===== src/rtl/ecc_csr_bank_if.sv =====
// Host register-bus bundle for ecc_csr_bank: write/read strobes, address,
// byte-enabled write data and the registered read-data return path.
interface ecc_csr_bank_if #(
  parameter int DATA_W = 32,
  parameter int ADDR_W = 5
);
  logic                Load;
  logic                Read;
  logic [ADDR_W-1:0]   ADDR;
  logic [DATA_W-1:0]   write_data;
  logic [DATA_W/8-1:0] AVL_BYTE_EN;
  logic [DATA_W-1:0]   Data_Out;
  logic                rd_valid;

  modport master (
    output Load, Read, ADDR, write_data, AVL_BYTE_EN,
    input  Data_Out, rd_valid
  );

  modport slave (
    input  Load, Read, ADDR, write_data, AVL_BYTE_EN,
    output Data_Out, rd_valid
  );
endinterface


===== src/rtl/ecc_csr_bank.sv =====
// CSR bank fronting an ECC core: writable message words, read-only key words,
// CTRL/STATUS at the top two addresses. Optional irq output via ECC_CSR_IRQ_EN.
module ecc_csr_bank #(
  parameter int DATA_W    = 32,
  parameter int ADDR_W    = 5,
  parameter int MSG_WORDS = 8,
  parameter int KEY_WORDS = 8
) (
  input  logic                          Clk,
  input  logic                          Reset_n,
  ecc_csr_bank_if.slave                 bus,
  output logic [MSG_WORDS*DATA_W-1:0]   msg_out,
  output logic                          start,
  input  logic [KEY_WORDS*DATA_W-1:0]   key_in,
  input  logic                          core_done,
  output logic                          busy
`ifdef ECC_CSR_IRQ_EN
  ,output logic                         irq
`endif
);

  localparam int LANES = DATA_W / 8;
  localparam logic [ADDR_W-1:0] CTRL_ADDR = {{(ADDR_W-1){1'b1}}, 1'b0};
  localparam logic [ADDR_W-1:0] STAT_ADDR = {ADDR_W{1'b1}};

  typedef enum logic [1:0] {IDLE, BUSY, DONE} state_t;

  state_t            state_q, state_d;
  logic [DATA_W-1:0] msg_q [MSG_WORDS];
  logic [DATA_W-1:0] key_q [KEY_WORDS];
  logic              err_q, err_d;
  logic              start_d;
  logic [DATA_W-1:0] rd_mux;

  logic lane0_wr, ctrl_go, stat_clr_done, stat_clr_err;
  logic msg_hit, msg_touch, msg_wr, take_done;

  function automatic logic [DATA_W-1:0] merge_lanes(
    input logic [DATA_W-1:0] old_val,
    input logic [DATA_W-1:0] new_val,
    input logic [LANES-1:0]  be
  );
    logic [DATA_W-1:0] res;
    res = old_val;
    for (int b = 0; b < LANES; b++)
      if (be[b]) res[b*8 +: 8] = new_val[b*8 +: 8];
    return res;
  endfunction

  assign lane0_wr      = bus.Load && bus.AVL_BYTE_EN[0];
  assign ctrl_go       = lane0_wr && (bus.ADDR == CTRL_ADDR) && bus.write_data[0];
  assign stat_clr_done = lane0_wr && (bus.ADDR == STAT_ADDR) && bus.write_data[0];
  assign stat_clr_err  = lane0_wr && (bus.ADDR == STAT_ADDR) && bus.write_data[1];
  assign msg_hit       = int'(bus.ADDR) < MSG_WORDS;
  assign msg_touch     = bus.Load && msg_hit && (|bus.AVL_BYTE_EN);
  assign msg_wr        = bus.Load && (state_q != BUSY);
  assign take_done     = (state_q == BUSY) && core_done;
  assign busy          = (state_q == BUSY);

  // Next-state and sticky-error logic; core_done wins over a coincident start.
  always_comb begin
    state_d = state_q;
    start_d = 1'b0;
    err_d   = err_q;
    if (stat_clr_err) err_d = 1'b0;
    case (state_q)
      IDLE: begin
        if (ctrl_go) begin
          state_d = BUSY;
          start_d = 1'b1;
        end
      end
      BUSY: begin
        if (core_done) state_d = DONE;
        if (ctrl_go || msg_touch) err_d = 1'b1;
      end
      DONE: begin
        if (ctrl_go) begin
          state_d = BUSY;
          start_d = 1'b1;
        end else if (stat_clr_done) begin
          state_d = IDLE;
        end
      end
      default: state_d = IDLE;
    endcase
  end

  always_ff @(posedge Clk or negedge Reset_n) begin
    if (!Reset_n) begin
      state_q <= IDLE;
      start   <= 1'b0;
      err_q   <= 1'b0;
    end else begin
      state_q <= state_d;
      start   <= start_d;
      err_q   <= err_d;
    end
  end

  always_ff @(posedge Clk or negedge Reset_n) begin
    if (!Reset_n) begin
      for (int i = 0; i < MSG_WORDS; i++) msg_q[i] <= '0;
    end else begin
      for (int i = 0; i < MSG_WORDS; i++)
        if (msg_wr && (int'(bus.ADDR) == i))
          msg_q[i] <= merge_lanes(msg_q[i], bus.write_data, bus.AVL_BYTE_EN);
    end
  end

  always_ff @(posedge Clk or negedge Reset_n) begin
    if (!Reset_n) begin
      for (int i = 0; i < KEY_WORDS; i++) key_q[i] <= '0;
    end else if (take_done) begin
      for (int i = 0; i < KEY_WORDS; i++) key_q[i] <= key_in[i*DATA_W +: DATA_W];
    end
  end

  // Read mux sees pre-edge register contents, so same-cycle writes are not visible.
  always_comb begin
    rd_mux = '0;
    for (int i = 0; i < MSG_WORDS; i++)
      if (int'(bus.ADDR) == i) rd_mux = msg_q[i];
    for (int i = 0; i < KEY_WORDS; i++)
      if (int'(bus.ADDR) == MSG_WORDS + i) rd_mux = key_q[i];
    if (bus.ADDR == STAT_ADDR) rd_mux[2:0] = {err_q, busy, state_q == DONE};
  end

  always_ff @(posedge Clk or negedge Reset_n) begin
    if (!Reset_n) begin
      bus.Data_Out <= '0;
      bus.rd_valid <= 1'b0;
    end else begin
      bus.rd_valid <= bus.Read;
      if (bus.Read) bus.Data_Out <= rd_mux;
    end
  end

  for (genvar g = 0; g < MSG_WORDS; g++) begin : g_msg_out
    assign msg_out[g*DATA_W +: DATA_W] = msg_q[g];
  end

`ifdef ECC_CSR_IRQ_EN
  always_ff @(posedge Clk or negedge Reset_n) begin
    if (!Reset_n) irq <= 1'b0;
    else          irq <= (state_d == DONE);
  end
`endif

endmodule


===== src/flat_wrapper.sv =====
// flat-port wrapper written by rule: the top's interface ports become plain ports
module ecc_csr_bank_flat 
#(
  parameter int DATA_W    = 32,
  parameter int ADDR_W    = 5,
  parameter int MSG_WORDS = 8,
  parameter int KEY_WORDS = 8
)
  (Clk, Reset_n, msg_out, start, key_in, core_done, busy, bus_Load, bus_Read, bus_ADDR, bus_write_data, bus_AVL_BYTE_EN, bus_Data_Out, bus_rd_valid);
  ecc_csr_bank_if #(.DATA_W(DATA_W), .ADDR_W(ADDR_W)) bus_i ();
  input  logic Clk;
  input  logic Reset_n;
  output logic [MSG_WORDS*DATA_W-1:0] msg_out;
  output logic start;
  input  logic [KEY_WORDS*DATA_W-1:0] key_in;
  input  logic core_done;
  output logic busy;
  input wire logic [$bits(bus_i.Load)-1:0] bus_Load;
  input wire logic [$bits(bus_i.Read)-1:0] bus_Read;
  input wire logic [$bits(bus_i.ADDR)-1:0] bus_ADDR;
  input wire logic [$bits(bus_i.write_data)-1:0] bus_write_data;
  input wire logic [$bits(bus_i.AVL_BYTE_EN)-1:0] bus_AVL_BYTE_EN;
  output wire logic [$bits(bus_i.Data_Out)-1:0] bus_Data_Out;
  output wire logic [$bits(bus_i.rd_valid)-1:0] bus_rd_valid;
  assign bus_i.Load = bus_Load;
  assign bus_i.Read = bus_Read;
  assign bus_i.ADDR = bus_ADDR;
  assign bus_i.write_data = bus_write_data;
  assign bus_i.AVL_BYTE_EN = bus_AVL_BYTE_EN;
  assign bus_Data_Out = bus_i.Data_Out;
  assign bus_rd_valid = bus_i.rd_valid;
  ecc_csr_bank #(.DATA_W(DATA_W), .ADDR_W(ADDR_W), .MSG_WORDS(MSG_WORDS), .KEY_WORDS(KEY_WORDS)) u_core (.Clk(Clk), .Reset_n(Reset_n), .bus(bus_i), .msg_out(msg_out), .start(start), .key_in(key_in), .core_done(core_done), .busy(busy));
endmodule

===== config.mk =====
export PLATFORM = sky130hd
export DESIGN_NAME = ecc_csr_bank_flat
export DESIGN_NICKNAME = d
export VERILOG_FILES = /design/src/rtl/ecc_csr_bank_if.sv /design/src/rtl/ecc_csr_bank.sv /design/src/flat_wrapper.sv
export SDC_FILE = /design/constraint.sdc
export NUM_CORES = 1
export LEC_CHECK = 0
export ABC_AREA = 1
export BUFFER_PORTS_ARGS = -buffer_cell sky130_fd_sc_hd__buf_2
export CAP_MARGIN = 20
export CORE_MARGIN = 1.5
export CORE_UTILIZATION = 45
export CTS_CLUSTER_DIAMETER = 30
export DETAILED_ROUTE_END_ITERATION = 8
export GPL_TIMING_DRIVEN = 0
export PLACE_DENSITY = 0.68
export REMOVE_ABC_BUFFERS = 1
export SYNTH_ARGS = -nofsm -noshare
export SYNTH_HDL_FRONTEND = slang
export SYNTH_SLANG_ARGS = --single-unit

===== constraint.sdc =====
create_clock -name Clk -period 2.15 [get_ports Clk]
set_input_delay 0.3225 -clock Clk [delete_from_list [all_inputs] [get_ports Clk]]
set_output_delay 0.3225 -clock Clk [all_outputs]
set_load 0.01 [all_outputs]

==> flow_summary.ini <==
[run_status]
status = complete, but fails checks
violations = negative setup slack

[cts]
clock-sinks = 549
cts-root-buf = clkbuf_16
clkLatencyLatePin_ps = 670
numCtsBuffers = 117
cts_tree = done
clk_path_buf_depth = 3
h-tree-depth = 3
clk_pin_slew_ps = 50

[worst_setup_path]
cp.arrival_ps = 2680
cp.required_ps = 2640
cp-end-kind = register
cp.buffers_inverters = 2
path_common_cell = nor2_4
cp-start-kind = register
crit_fanout = 22
cpPeakStageDelay_ps = 470
cp_slowest_cell = nand3_1
crit_path_cell_trace = inv_2 -> nor2_4 -> nor2_4 -> buf_8 -> nand3_1 -> nand2_1 -> o21ai_0
critical_path.top_delay_family = simple AND/OR/NAND/NOR gates
setup.worst_path.class = register to register

[power_and_ir_drop]
switching_share = 0.264
power_frac_seq = 0.353
power_leakage_nw = 18.6
power.density_nw_per_um2 = 993
clockPowerShare = 0.528
cell_internal_pwr_mw = 26.5
power_mw = 36.0
pwr-share-comb = 0.119
switching_power_mw = 9.51
vdd_drop_max_v = 0.000752

[routing]
drtIter0Drc = 2870
dr.pass1.iters = 8
viasPerCell = 5.36
postRouteAntennaNets = 0
num_vias = 26194
drc = 0
wire_per_inst_um = 20.8
routed_wl_mm = 102

[global_routing]
grt_pass1_vias = 25421
grt_pass1_wl_mm = 150
track_usage = 0.351
grt_max_degree = 120
antenna_found_initial = 18
overflow = 0

[place]
place_ws_ps = -1320
place_congestion = 0.890
place_hpwl_mm = 61.8
io_buffers = 592
place_area_um2 = 28600

[timing]
max-slew-margin-rel = 0.227
rsz0062_at_grt = true
tightest_slew_ps = 1150
setup_viol = 6
finalMaxSlewViolations = 0
hold_violations = 0
clock_skew_ps = 29.6
finalWorstSetupSlack_ps = -33.6
max_freq_mhz = 458
post-route-period-util = 1.02
layout_min_cycle_time_ps = 2180

[logic_synthesis]
synthDistinctLibCells = 26
syn_avg_cell_area_um2 = 7.76
synth_seq_cells = 549
yosys_warnings = 0
synth_cells = 3179
synth_area_um2 = 24700
seq_area_frac_synth = 0.557

[floorplan]
core_area_um2 = 54000
dieArea_um2 = 56200
die_x_um = 237
start_util = 0.457
num_io_pins = 593
rows = 85
die_h_um = 237

[finish]
fillCellCount = 4146
final_common_cell = nand2_1
area_growth_pct = 46.9
drive_above_1_share = 0.228
final_area_um2 = 36200
final_nets = 4376
final_cell_mix = nand2_1 (1260), buf_2 (590), dfrtp_1 (549)
multiInputGateArea_um2 = 9280
register_area_um2 = 13700

[flow_run]
cap_violations = 0

[min_path]
hp-class = input port to register
-- layer usage --
metal	routed length [µm]	track usage	vias up	part of all wire
met5	46	0	-	0.00045
met4	5720	0.188	8	0.056
met3	8960	0.0749	387	0.088
met2	48500	0.570	1572	0.48
met1	38600	0.441	12421	0.38
li1	-	-	11806	-
-- cell type report --
type,count,share of cell area
clock inverters,78,0.0281
diodes,17,0.00117
clock buffers,143,0.0877
multi-input cells,2138,0.256
well taps,696,0.0240
inverters,341,0.0369
flip-flops and latches,549,0.379
repair inverters,2,0.000414
repair buffers,925,0.186
-- worst reg2reg max path: stages, from the launching register on --
cell	delay (ps)
dfrtp_1	410
inv_2	110
nor2_4	60
nor2_4	340
buf_8	280
nand3_1	490
nand2_1	220
o21ai_0	120
-- sequential cells by signal, summed over array words and instances (netlist names) --
register,cells
u_core.bus.Data_Out,32
u_core.bus.rd_valid,1
u_core.err_q,1
u_core.key_q,256
u_core.msg_out,256
u_core.start,1
u_core.state_q,2
-- worst paths after layout --
kind | start | to | slack [ps] | cells past startpoint
setup / recovery | u_core.state_q[0]$_DFFE_PN0P_ | u_core.msg_out[49]$_DFFE_PN0P_ | -30 | 7
hold / removal | bus_write_data[14] | u_core.msg_out[142]$_DFFE_PN0P_ | 30 | 3
setup reg to reg | u_core.state_q[0]$_DFFE_PN0P_ | u_core.msg_out[49]$_DFFE_PN0P_ | -30 | 7
hold reg to reg | u_core.key_q[22]$_DFFE_PN0P_ | u_core.key_q[22]$_DFFE_PN0P_ | 460 | 2
max in group asynchronous | Reset_n | u_core.key_q[190]$_DFFE_PN0P_ | 560 | 4
min in group asynchronous | Reset_n | u_core.msg_out[29]$_DFFE_PN0P_ | 160 | 2
-- what timing repair did --
action | 4_1_cts | 5_1_grt
setup endpoints to repair | 481 | 236
gates resized for setup | 35 | 43
buffers inserted | 13 | 27
cloned | 8 | 7
endpoints found under the hold margin | 344 | 0
hold buffers | 259 | 0
pin swaps | 6 | 12
-- stage by stage --
stage	hold WS, ps	util	setup TNS (ps)	std cells
after floorplan	26.9	-	-3333610	3024
after global placement	448	0.515	-	4312
after detailed placement	234	0.529	-314220	4340
after CTS	2.96	0.661	-5.93	4839
after global routing	31.9	0.671	-8530	4886
final	26.9	0.671	-93.5	4889
-- power groups by stage --
stage	Combinational [mW]	Sequential [mW]	Clock, mW
after global routing	4.72	12.8	19.7
after global placement	3.55	12.7	0
after detailed placement	3.69	12.7	0
after floorplan	1.42	12.9	0
final	4.29	12.7	19.0
after CTS	4.15	12.6	19.0
-- logic make-up after synthesis --
kind of cell,count (synthesis),synth area share
compound gates,486,0.0989
buf+inv,496,0.0786
simple gates,1648,0.266
flops,549,0.557
-- Yosys cell counts, drive strengths merged --
cell | count | area, µm²
buf | 55 | 283
o22ai | 1 | 6.26
inv | 340 | 1280
clkbuf | 100 | 377
nand4 | 79 | 494
or2 | 7 | 43.8
nor3 | 9 | 50.1
a21oi | 20 | 100
o2111ai | 1 | 8.76
nand2 | 1270 | 4770
o31ai | 1 | 7.51
nor4 | 1 | 6.26
dfrtp | 549 | 13700
nor2 | 199 | 767
clkinv | 1 | 3.75
o21ai | 463 | 2320
nand3 | 83 | 420
Note: power is estimated with default switching activity, not from simulation.
